### src/rtl/s2p_pkg.sv
// Shared types and helpers for the s2p_deser serial-to-parallel deserializer.
package s2p_pkg;

    typedef enum logic {
        HUNT   = 1'b0,
        LOCKED = 1'b1
    } s2p_state_t;

    localparam logic [7:0] SYNC_DEFAULT = 8'hA5;

    // Wide enough to count 0..width, covering a trailing parity bit.
    function automatic int unsigned cnt_width(input int unsigned width);
        return $clog2(width + 1);
    endfunction

endpackage

### src/rtl/s2p_shift.sv
// WIDTH-bit serial shift register with selectable fill direction and sync clear.
module s2p_shift #(
    parameter int unsigned WIDTH     = 8,
    parameter bit          MSB_FIRST = 1'b1
) (
    input  logic             clk,
    input  logic             rst_n,
    input  logic             i_clr,
    input  logic             i_en,
    input  logic             i_bit,
    output logic [WIDTH-1:0] o_q_next
);

    logic [WIDTH-1:0] r_q;
    logic [WIDTH-1:0] w_shifted;

    // First bit shifted in ends up at [WIDTH-1] (MSB_FIRST) or [0] after WIDTH shifts.
    always_comb begin
        if (MSB_FIRST) w_shifted = {r_q[WIDTH-2:0], i_bit};
        else           w_shifted = {i_bit, r_q[WIDTH-1:1]};
    end

    always_comb begin
        o_q_next = r_q;
        if (i_clr)     o_q_next = '0;
        else if (i_en) o_q_next = w_shifted;
    end

    always_ff @(posedge clk or negedge rst_n) begin
        if (!rst_n) r_q <= '0;
        else        r_q <= o_q_next;
    end

endmodule

### src/rtl/s2p_deser.sv
// Strobe-qualified serial-to-parallel deserializer with sync-word alignment and
// valid/ready output. Define S2P_PARITY_EN for a trailing even-parity bit per frame.
module s2p_deser
    import s2p_pkg::*;
#(
    parameter int unsigned      WIDTH     = 8,
    parameter logic [WIDTH-1:0] SYNC_WORD = WIDTH'(SYNC_DEFAULT),
    parameter bit               MSB_FIRST = 1'b1
) (
    input  logic             clk,
    input  logic             reset_n,
    input  logic             bit_in,
    input  logic             bit_valid,
    input  logic             resync,
    output logic [WIDTH-1:0] word_out,
    output logic             word_valid,
    input  logic             word_ready,
    output logic             locked,
    output logic             overflow,
    input  logic             clr_ovf
`ifdef S2P_PARITY_EN
   ,output logic             parity_err
`endif
);

    localparam int unsigned CW = cnt_width(WIDTH);
`ifdef S2P_PARITY_EN
    localparam int unsigned FRAME = WIDTH + 1;
`else
    localparam int unsigned FRAME = WIDTH;
`endif

    s2p_state_t       r_state, w_state_next;
    logic [CW-1:0]    r_cnt;
    logic [WIDTH-1:0] w_hist_next, w_asm_next;
    logic [WIDTH-1:0] r_word_out;
    logic             r_word_valid, r_overflow;
    logic             w_accept, w_hunt_shift, w_lock_bit, w_asm_shift;
    logic             w_match, w_done, w_load;

    assign w_accept     = bit_valid & ~resync;
    assign w_hunt_shift = w_accept & (r_state == HUNT);
    assign w_lock_bit   = w_accept & (r_state == LOCKED);
    assign w_match      = w_hunt_shift & (w_hist_next == SYNC_WORD);
    assign w_asm_shift  = w_lock_bit & (r_cnt < CW'(WIDTH));
    assign w_done       = w_lock_bit & (r_cnt == CW'(FRAME - 1));
    assign w_load       = w_done & (~r_word_valid | word_ready);

    // History is always MSB-first so it compares against SYNC_WORD in arrival order.
    s2p_shift #(.WIDTH(WIDTH), .MSB_FIRST(1'b1)) u_hist (
        .clk      (clk),
        .rst_n    (reset_n),
        .i_clr    (resync),
        .i_en     (w_hunt_shift),
        .i_bit    (bit_in),
        .o_q_next (w_hist_next)
    );

    // On the parity bit the shift is disabled, so o_q_next is the held data word.
    s2p_shift #(.WIDTH(WIDTH), .MSB_FIRST(MSB_FIRST)) u_asm (
        .clk      (clk),
        .rst_n    (reset_n),
        .i_clr    (resync),
        .i_en     (w_asm_shift),
        .i_bit    (bit_in),
        .o_q_next (w_asm_next)
    );

    always_ff @(posedge clk or negedge reset_n) begin
        if (!reset_n) r_state <= HUNT;
        else          r_state <= w_state_next;
    end

    always_comb begin
        w_state_next = r_state;
        if (resync)       w_state_next = HUNT;
        else if (w_match) w_state_next = LOCKED;
    end

    always_ff @(posedge clk or negedge reset_n) begin
        if (!reset_n)                     r_cnt <= '0;
        else if (resync || w_match || w_done) r_cnt <= '0;
        else if (w_lock_bit)              r_cnt <= r_cnt + CW'(1);
    end

    always_ff @(posedge clk or negedge reset_n) begin
        if (!reset_n) begin
            r_word_out   <= '0;
            r_word_valid <= 1'b0;
        end else if (w_load) begin
            r_word_out   <= w_asm_next;
            r_word_valid <= 1'b1;
        end else if (r_word_valid && word_ready) begin
            r_word_valid <= 1'b0;
        end
    end

    // A dropped word outranks a same-cycle clear.
    always_ff @(posedge clk or negedge reset_n) begin
        if (!reset_n)              r_overflow <= 1'b0;
        else if (w_done && !w_load) r_overflow <= 1'b1;
        else if (clr_ovf)          r_overflow <= 1'b0;
    end

`ifdef S2P_PARITY_EN
    logic r_parity_err;

    always_ff @(posedge clk or negedge reset_n) begin
        if (!reset_n)    r_parity_err <= 1'b0;
        else if (w_load) r_parity_err <= (^w_asm_next) ^ bit_in;
    end

    assign parity_err = r_parity_err;
`endif

    assign word_out   = r_word_out;
    assign word_valid = r_word_valid;
    assign overflow   = r_overflow;
    assign locked     = (r_state == LOCKED);

endmodule
### config.mk
export PLATFORM = sky130hd
export DESIGN_NAME = s2p_deser
export DESIGN_NICKNAME = d
export VERILOG_FILES = /design/src/rtl/s2p_pkg.sv /design/src/rtl/s2p_shift.sv /design/src/rtl/s2p_deser.sv
export SDC_FILE = /design/constraint.sdc
export NUM_CORES = 1
export LEC_CHECK = 0
export BUFFER_PORTS_ARGS = -buffer_cell sky130_fd_sc_hd__buf_2
export CAP_MARGIN = 15
export CORE_MARGIN = 5
export CORE_UTILIZATION = 55
export DETAILED_ROUTE_END_ITERATION = 7
export PLACE_DENSITY = 0.77
export SYNTH_ARGS = -nofsm -noshare
export SYNTH_HDL_FRONTEND = slang
export SYNTH_HIERARCHICAL = 1
export SYNTH_SLANG_ARGS = --single-unit
### constraint.sdc
create_clock -name clk -period 2.8 [get_ports clk]
set_input_delay 0.28 -clock clk [delete_from_list [all_inputs] [get_ports clk]]
set_output_delay 0.28 -clock clk [all_outputs]
set_load 0.05 [all_outputs]
=== After elaboration in Yosys (flattened, before gate mapping) ===
Cells that the tools add are included.

* Input port bits: 7
* Output and inout port bits: 11
* Word-level logic and storage cells: 43
* Bits in registers: 31

* Equal/unequal tests: 2
* $add $sub $neg: 1
* Bitwise operators: 11
* Magnitude comparators: 1
* Reduce and logical (&&, ||, !) cells: 9
* Mux-type cells: 12

{| class="wikitable"
|+ Operator list
! kind !! number
|-
| $mux W8 || 4
|-
| $eq A8 B8 Y1 const B || 1
|-
| $mux W4 || 2
|-
| $reduce_bool A2 Y1 || 4
|-
| $and A1 B1 Y1 || 7
|-
| $mux W1 || 6
|-
| $add A4 B1 Y4 const B || 1
|-
| $eq A4 B3 Y1 const B || 1
|-
| $lt A4 B4 Y1 const B || 1
|-
| $not A1 Y1 || 3
|-
| $logic_and A1 B1 Y1 || 2
|-
| $logic_or A1 B1 Y1 || 2
|-
| $logic_not A1 Y1 || 1
|-
| $or A1 B1 Y1 || 1
|}

=== Depth between registers and ports, before layout ===
Gate-level depths: netlist of the first run.

* Depth in word-level cells: 10
* Gate-level depth with buffers: 9
* Mapped depth without buffers: 8

=== Modules after synthesis ===
The synthesis of the first run kept the hierarchy.

{| class="wikitable"
|+ Modules (own cells, without submodules)
! module !! sequential area each (µm²) !! instances !! cells an instance !! area an instance (µm²)
|-
| s2p_deser || 375.4 || 1 || 57 || 726.9
|-
| s2p_shift || 200.2 || 2 || 26 || 325.3
|}

=== Worst setup path before layout of the first run ===
No wires, ideal clock.

* Path type: register to register
* Start: register r_state (netlist: locked)
* End: register r_cnt[3]
* Clock period less this slack: 2.241 ns
* Arrival: 2.117 ns
* Slack: 0.559 ns
* Cell stages (with the launch flop): 10
* Cell sequence: dfrtp_1 or2_1 nor2_1 buf_6 mux2i_1 nor2_1 nand4bb_1 nor2_1 o22ai_1 a211o_1

* Longest elaborated chain between the ends: 9

{| class="wikitable"
|+ RTL lines
! item !! RTL line !! source
|-
| start: declaration || s2p_deser.sv:33 || <nowiki>s2p_state_t r_state, w_state_next;</nowiki>
|-
| start signal: assignment || s2p_deser.sv:71 || <nowiki>else r_state <= w_state_next;</nowiki>
|-
| $not A1 Y1 (*) || s2p_deser.sv:42 || <nowiki>assign w_hunt_shift = w_accept & (r_state == HUNT);</nowiki>
|-
| $and A1 B1 Y1 (*) || s2p_deser.sv:42 ||
|-
| via w_hunt_shift || s2p_deser.sv:38 || <nowiki>logic w_accept, w_hunt_shift, w_lock_bit, w_asm_shift;</nowiki>
|-
| $mux W8 (*) || s2p_shift.sv:26 || <nowiki>else if (i_en) o_q_next = w_shifted;</nowiki>
|-
| $mux W8 (*) || s2p_shift.sv:25 || <nowiki>if (i_clr) o_q_next = '0;</nowiki>
|-
| via w_hist_next[6] || s2p_deser.sv:35 || <nowiki>logic [WIDTH-1:0] w_hist_next, w_asm_next;</nowiki>
|-
| $eq A8 B8 Y1 (*) || s2p_deser.sv:44 || <nowiki>assign w_match = w_hunt_shift & (w_hist_next == SYNC_WORD);</nowiki>
|-
| $and A1 B1 Y1 (*) || s2p_deser.sv:44 ||
|-
| $logic_or A1 B1 Y1 (*) (2 in series) || s2p_deser.sv:82 || <nowiki>else if (resync || w_match || w_done) r_cnt <= '0;</nowiki>
|-
| $mux W4 or $reduce_bool A2 Y1 (tied branches) || n/a ||
|-
| end signal: assignment || s2p_deser.sv:83 || <nowiki>else if (w_lock_bit) r_cnt <= r_cnt + CW'(1);</nowiki>
|-
| end: declaration || s2p_deser.sv:34 || <nowiki>logic [CW-1:0] r_cnt;</nowiki>
|}

Mark *: on every way through the listed nets, which the timed path passes. The rest lies on a longest branch.
A chain may end at the register's enable or synchronous reset.

=== Worst setup path in the final report of the first run ===
Same ends and word-level chain as after synthesis.

==> results of run 1 <==
## cell usage after synthesis
cell / count
mux2i_1: 17
and3b_4: 1
a21oi_1: 1
buf_6: 3
buf_1: 2
nor2_1: 19
and3_1: 2
o21ai_1: 1
mux2_4: 8
o22ai_1: 2
nand2b_1: 2
ha_1: 1
nand4bb_1: 2
nor3_1: 1
a211o_1: 1
and2b_1: 1
nand3_1: 1
mux2_2: 1
or2_1: 1
nor2b_1: 1
a32o_1: 1
and3b_1: 1
a22o_1: 1
nand2_1: 3
inv_1: 4
dfrtp_1: 31
## through the flow
step / cells / power (mW) / utilization, % / hold WS (ns) / cell area, sq um
2_1_floorplan: 109 / 0.471 / - / -0.0156 / 1380
3_3_place_gp: 153 / 0.485 / 60.6 / 0.344 / 1470
3_5_place_dp: 153 / 0.487 / 60.6 / 0.350 / 1470
4_1_cts: 162 / 0.847 / 64.6 / 0.133 / 1570
5_1_grt: 162 / 0.876 / 64.6 / 0.123 / 1570
6_report: 162 / 0.840 / 64.6 / 0.139 / 1570
## flip-flops by register name, indices dropped and copies added, names as in the netlist
register    flops
u_hist/r_q      8
word_out        8
r_cnt           4
locked          1
u_asm/r_q       8
overflow        1
word_valid      1
## cells in the final DEF, fill, tap and decap left out, types with 2 or more instances in the layout
cell       synthesis  layout
inv_1              4       4
buf_2              0      17
nor2_1            19      19
mux2i_1           17      17
buf_4              0       2
nand2_1            3       3
nand2b_1           2       2
mux2_4             8       8
o22ai_1            2       2
and3_1             2       2
dfrtp_1           31      31
nand4bb_1          2       2
clkbuf_4           0       5
## power by group
part / leakage (nW) / total, mW / internal (mW) / switching, mW
clock: 0.0482 / 0.362 / 0.211 / 0.151
sequential: 0.433 / 0.449 / 0.448 / 0.000573
combinational: 0.323 / 0.0291 / 0.00956 / 0.0196
total: 0.804 / 0.840 / 0.669 / 0.171
## worst paths after layout
check	to	slack [ns]	depth (start not counted)
max	r_cnt[3]$_DFFE_PN0P_	0.56	9
min	overflow$_DFFE_PN0P_	0.14	2
max reg2reg	r_cnt[3]$_DFFE_PN0P_	0.56	9
min reg2reg	word_out[2]$_DFFE_PN0P_	0.52	1
max in group asynchronous	r_cnt[0]$_DFFE_PN0P_	1.85	2
min in group asynchronous	word_out[2]$_DFFE_PN0P_	0.51	2
## metal layers
metal  up-vias  track usage (%)  part of all wire (%)  wire length (um)
met1       428             18.6                    44              1080
met4         0             10.4                   2.4                59
met5         -                0                     0                 0
met2        16             27.0                    49              1220
li1        416                -                     -                 -
met3         7             4.75                   4.5               112
## layout make-up
type                            count  area, sq um  share of cell area (%)
Clock buffer                        6         51.3                    3.27
Clock inverter                      2         35.0                    2.23
Inverter                            4         15.0                   0.956
Multi-Input combinational cell     69          546                    34.7
Sequential cell                    31          776                    49.4
Tap cell                           30         37.5                    2.39
Timing Repair Buffer               20          110                    7.01
## kinds of logic (layout without fill, tap and decap cells)
| logic type | count (synthesis) | in the layout | synth area share (%) |
|---|---|---|---|
| AO/OA/AOI/OAI | 7 | 7 | 3.63 |
| adder cells (fa/ha/maj) | 1 | 1 | 0.908 |
| buffers and inverters | 9 | 32 | 4.09 |
| flip-flops | 31 | 31 | 56.3 |
| multiplexers | 26 | 26 | 21.9 |
| AND/OR/NAND/NOR | 35 | 35 | 13.2 |
## worst reg2reg max path, delay by kind of cell (launching register included)
| family | cells | cell delay (ns) |
|---|---|---|
| buffers and inverters | 1 | 0.19 |
| DFF | 1 | 0.44 |
| AOI/OAI and AO/OA | 2 | 0.45 |
| muxes | 1 | 0.20 |
| and+or+nand+nor | 5 | 0.85 |
## repair_timing
item / in CTS / in global routing
hold buffers: 1 / 0
endpoints found under the setup margin: 0 / 0
hold endpoints to repair: 31 / 0
==> summary.txt, run 1 <==
STA
  – Final setup viols: 0
  – Worst Clk Skew: ~0.011 ns
  – FMAX: 447 MHz
  – Least-Margin Pin Slew: between 0.6 and 0.7 ns
  – Final setup margin: approximately 0.56 ns
  – Tcrit/Tclk final: 80.0%
  – Post-route setup TNS: 0 ns
  – RSZ-0062 raised after global routing: false
  – Slew Limit Fails: 0
  – Final Hold Viols: 0
  – Slew headroom: 56.5%
  – Final Critical Period: roughly 2.2 ns

Place
  – Routability cong.: just under 0.8
  – Worst slack, placed: 0.470 ns
  – DP HPWL: 1790 um
  – I/O Buffers: 17

Worst setup path
  – Critical Path, Cell by Cell: or2_1 > nor2_1 > buf_4 > mux2i_1 > nor2_1 > nand4bb_1 > nor2_1 > o22ai_1 > a211o_1
  – Critical Path Source Type: flop
  – Buf/Inv on CP: 1
  – Critical path required time: 3.01 ns
  – Worst path max stage delay: 0.44 ns
  – Worst path slowest cell: dfrtp_1
  – Top cell by count, worst path: nor2_1
  – Crit path max fanout: 8
  – Cell family with most CP delay: simple AND/OR/NAND/NOR gates
  – Worst Path Arrival: between 2 and 2.5 ns
  – Crit. End Element: flop
  – R2r startpoint: locked$_DFFE_PN0P_
  – Setup crit start: locked$_DFFE_PN0P_
  – Crit path kind: reg -> reg

Finish
  – Fillers: 190
  – Antenna diodes: 0
  – Nets@finish: between 100 and 150
  – Proportion of layout cells with a drive suffix above 1: 28.0%
  – P&R area growth vs syn: 14.0%

Hold path
  – Hold_sp: clr_ovf
  – Hold WC Path Type: in -> reg

CTS
  – Post-cts gate resize count: 0
  – H-tree depth: 2
  – Post-CTS Setup Bufs: 0
  – TritonCTS clock tree: yes
  – Sinks on Clock Net: 31
  – CTS Buf Count: 5
  – Worst-path clk slew: ~0.090 ns
  – Insertion delay to the later sink of the worst-skew pair: ~0.33 ns
  – Max clock buf depth: 2
  – Clock root buffer: clkbuf_4

Run status
  – Status: finished clean

Drt
  – Pre-antenna DRT Iters: 4
  – Residual DRC: 0
  – DR vias: 867
  – Starting DRC count in detailed routing: 9
  – Post-DR vias/cell: 5.35
  – WL/cell: 15.3 um
  – Final ANT Viol Nets: 0
  – WL final: roughly 2500 um

Synth
  – Syn Nets: around 120
  – Synth Register Bits: 31
  – Syn Inst Count: 109
  – Top cell type's share of synthesized area: between 50% and 60%
  – Yosys top cell by area: dfrtp_1
  – Seq/Total Area, Yosys: 56.3%
  – Count of different cell masters after synthesis: 26
  – Syn. warnings: 6
  – Synth top area cells: dfrtp_1 (56%), mux2i_1 (12%), mux2_4 (8.7%)
  – Syn avg cell area: 12.6 sq um
  – Area of the mapped netlist: 1380 sq um

Floorplan
  – # IOs: 18
  – Die span in y: between 60 and 70 um
  – Area of the core: 2430 sq um
  – Num rows: 18
  – Die area: about 3600 sq um
  – Initial Utilization: 56.6%
  – Chip width: 60.0 um

GRT
  – Total GRT Usage: 16.5%
  – Global route total overflow: 0
  – Vias in the first global route: 912
  – Maximum number of pins on one net before global-route repair: 32
  – Antenna violations before repair: 0
  – First-pass GRT wire length: between 4000 and 5000 um

Pwr
  – Pwr dens: 535 nW/um^2
  – P_leak: roughly 0.80 nW
  – Worst vdd ir: just under 500 uV

Run
  – Max-Cap Viols: 0
(Power assumes the default switching activity.)
==> run 2: changes to the inputs <==
--- a/config.mk
+++ b/config.mk
@@ -5,10 +5,11 @@
 export SDC_FILE = /design/constraint.sdc
 export NUM_CORES = 1
 export LEC_CHECK = 0
+export ABC_AREA = 1
 export BUFFER_PORTS_ARGS = -buffer_cell sky130_fd_sc_hd__buf_2
 export CAP_MARGIN = 15
 export CORE_MARGIN = 5
-export CORE_UTILIZATION = 55
+export CORE_UTILIZATION = 56
 export DETAILED_ROUTE_END_ITERATION = 7
 export PLACE_DENSITY = 0.77
 export SYNTH_ARGS = -nofsm -noshare
==> constraint.sdc (replaced) <==
create_clock -name clk -period 2.2 [get_ports clk]
set_input_delay 0.22 -clock clk [delete_from_list [all_inputs] [get_ports clk]]
set_output_delay 0.22 -clock clk [all_outputs]
set_load 0.05 [all_outputs]
==> run 2 against run 1 <==
  * Worst hold slack lost 0.081 ns
  * First-iteration DRC count grew to 5.8 times the previous value
  * Routed wire length grew 11%
  * Largest power group unchanged
  * Sequential power grew 30%
  * Critical endpoint is now r_cnt[2]$_DFFE_PN0P_
  * Register-to-register slack is essentially flat
==> summary.txt, run 2 <==
Run status
  – Status: finished clean

Run
  – Max-Cap Viols: 0

CTS
  – Clock root buffer: clkbuf_4
  – CTS Buf Count: 5
  – TritonCTS clock tree: yes
  – Insertion delay to the later sink of the worst-skew pair: 0.34 ns
  – Worst-path clk slew: 0.10 ns
  – Post-cts gate resize count: 0
  – Sinks on Clock Net: 31
  – Post-CTS Setup Bufs: 0
  – Hold buffer count at cts: 1
  – Max clock buf depth: 2
  – H-tree depth: 2

Finish
  – P&R area growth vs syn: 11.3%
  – Commonest non-fill, non-tap cell in the layout: nand2_1
  – Proportion of layout cells with a drive suffix above 1: around 18%
  – Nets@finish: between 200 and 250
  – Antenna diodes: 0
  – FF/Latch Area: 776 sq um
  – Most frequent cells in the layout: nand2_1 (62), nor2_1 (33), dfrtp_1 (31)
  – Area of the multi-input gates: 556 sq um
  – Fillers: 226

Pwr
  – Pwr Total: 1.12 mW
  – Worst vdd ir: just under 600 uV
  – Reg power frac: 52.1%
  – Clock share of power: about two fifths
  – P_leak: roughly 0.9 nW
  – Sw Ratio: between 20% and 30%
  – Pint: 867 uW
  – Sw Pwr: 250 uW
  – Pwr dens: 664 nW/um^2
  – Comb pwr share: 6.0%

GRT
  – Total GRT Usage: 17.9%
  – Antenna violations before repair: 0
  – Maximum number of pins on one net before global-route repair: 32
  – First-pass GRT wire length: about 4900 um
  – Vias in the first global route: roughly 1.2k
  – Global route total overflow: 0

STA
  – Slew Limit Fails: 0
  – Tcrit/Tclk final: between 70% and 80%
  – Final Hold Viols: 0
  – FMAX: 608 MHz
  – Least-Margin Pin Slew: roughly 0.68 ns
  – Worst Clk Skew: between 0.004 and 0.005 ns
  – Fin Hold WS: 0.0584 ns
  – RSZ-0062 raised after global routing: false
  – Final setup viols: 0
  – Final Critical Period: ~1.6 ns
  – Post-route setup TNS: 0 ns
  – Slew headroom: 54.6%

Place
  – I/O Buffers: 17
  – Routability cong.: 0.800
  – DP HPWL: 1950 um

Floorplan
  – Num rows: 18
  – Die span in y: 62.0 um
  – Die area: 3840 sq um
  – Chip width: between 60 and 70 um
  – # IOs: 18
  – Area of the core: between 2000 and 3000 sq um
  – Initial Utilization: 59.9%

Worst setup path
  – Critical path required time: 2.45 ns
  – Setup crit start: locked$_DFFE_PN0P_
  – Reg2Reg Capture Point: r_cnt[2]$_DFFE_PN0P_
  – R2r startpoint: locked$_DFFE_PN0P_
  – Reg2Reg Setup Slack: around 0.56 ns
  – Crit path max fanout: 17
  – Critical Path Source Type: flop
  – Crit path kind: reg -> reg
  – CP Capture Point: r_cnt[2]$_DFFE_PN0P_
  – Worst Path Arrival: 1.89 ns
  – Register-to-Register Path Depth: 10
  – Crit. End Element: flop

Synth
  – Top_reg_cell synth: dfrtp_1
  – Seq/Total Area, Yosys: between 50% and 60%
  – Area of the mapped netlist: 1510 sq um
  – Commonest cells post-synth: nand2_1 (62), nor2_1 (33), dfrtp_1 (31)
  – Syn. warnings: 6
  – Count of different cell masters after synthesis: 17
  – Top cell type's share of synthesized area: 51.3%
  – Synth top area cells: dfrtp_1 (51%), nand2_1 (15%), nor2_1 (8.2%)
  – Syn avg cell area: 7.87 sq um
  – Syn Inst Count: 192
  – Syn Nets: 200
  – Async SR Flop Fraction: 100%
  – Number of synthesized flops with an enable pin: 0
  – Top-count cell post-synth: nand2_1
  – Yosys top cell by area: dfrtp_1
  – Synth Register Bits: 31

Drt
  – Post-DR vias/cell: 4.80
  – Starting DRC count in detailed routing: between 50 and 60
  – WL/cell: between 10 and 15 um
  – WL final: about 2700 um
  – Residual DRC: 0
  – Final ANT Viol Nets: 0
  – DR vias: between 1k and 1.5k
  – Pre-antenna DRT Iters: 4

Hold path
  – Hold WC Path Type: in -> reg
run 2: cell count changes in the layout (fill, tap and decap cells not counted), moves of 4 or more:
cell | before | now
nor2_2 | 0 | 4
inv_1 | 4 | 29
nand3_1 | 1 | 11
mux2i_1 | 17 | 0
nor2_1 | 19 | 33
nand2_1 | 3 | 62
mux2_4 | 8 | 0
run 2: kinds of logic after synthesis:
| family | count (synthesis) | share of synthesized area, % |
|---|---|---|
| adders and majority gates | 1 | 0.828 |
| AOI/OAI and AO/OA | 2 | 0.662 |
| buffers and inverters | 36 | 11.9 |
| and+or+nand+nor | 121 | 34.7 |
| xor gates and xnor gates | 1 | 0.580 |
| DFF | 31 | 51.3 |
run 2: how the worst min path moves through the flow:
| stage | start | slack (ns) | cells after the start | endpoint |
|---|---|---|---|---|
| final | clr_ovf | 0.06 | 2 | overflow$_DFFE_PN0P_ |
| after global routing | clr_ovf | 0.06 | 2 | overflow$_DFFE_PN0P_ |
| after CTS | clr_ovf | 0.05 | 2 | overflow$_DFFE_PN0P_ |
| after detailed placement | reset_n | 0.30 | 1 | u_hist/r_q[4]$_DFF_PN0_ |
| after global placement | reset_n | 0.29 | 1 | u_hist/r_q[6]$_DFF_PN0_ |
| after floorplan | reset_n | -0.08 | 0 | locked$_DFFE_PN0P_ |
run 2: layout make-up:
cell class | count | share of cell area, %
Clock inverter | 2 | 2.08
Timing Repair Buffer | 20 | 6.55
Clock buffer | 6 | 3.05
Multi-Input combinational cell | 125 | 33.0
Tap cell | 30 | 2.23
Inverter | 31 | 6.92
Sequential cell | 31 | 46.1
run 2: power groups by stage:
stage	sequential (mW)	combinational, mW	clock, mW
after floorplan	0.593	0.0441	0
after global placement	0.593	0.0636	0
after detailed placement	0.593	0.0663	0
after CTS	0.582	0.0678	0.481
after global routing	0.583	0.0780	0.507
final	0.582	0.0666	0.468
run 2: worst max-delay path: stages, from the launching register on:
cell and delay (ns):
dfrtp_1 0.44, nor2_1 0.13, buf_4 0.21, nor2_1 0.07, nor2_1 0.16, inv_1 0.06
nand2_1 0.06, nor2_1 0.04, nand3_1 0.15, nand2_1 0.08, nor3_1 0.16
run 2: metal layers:
layer | global-route usage [%] | part of all wire, % | vias up
li1 | - | - | 614
met1 | 21.1 | 45 | 539
met2 | 28.6 | 48 | 17
met3 | 5.99 | 4.6 | 6
met4 | 10.3 | 2.2 | 0
met5 | 0 | 0 | -
run 2: through the flow:
step / cell area (sq um) / setup WS (ns) / utilization, % / cells
6_report: 1680 / 0.556 / 66.7 / 245
5_1_grt: 1680 / 0.383 / 66.7 / 245
4_1_cts: 1680 / 0.560 / 66.7 / 245
3_5_place_dp: 1590 / 0.515 / 62.8 / 236
3_3_place_gp: 1590 / 0.565 / 62.8 / 236
2_1_floorplan: 1510 / 0.386 / - / 192
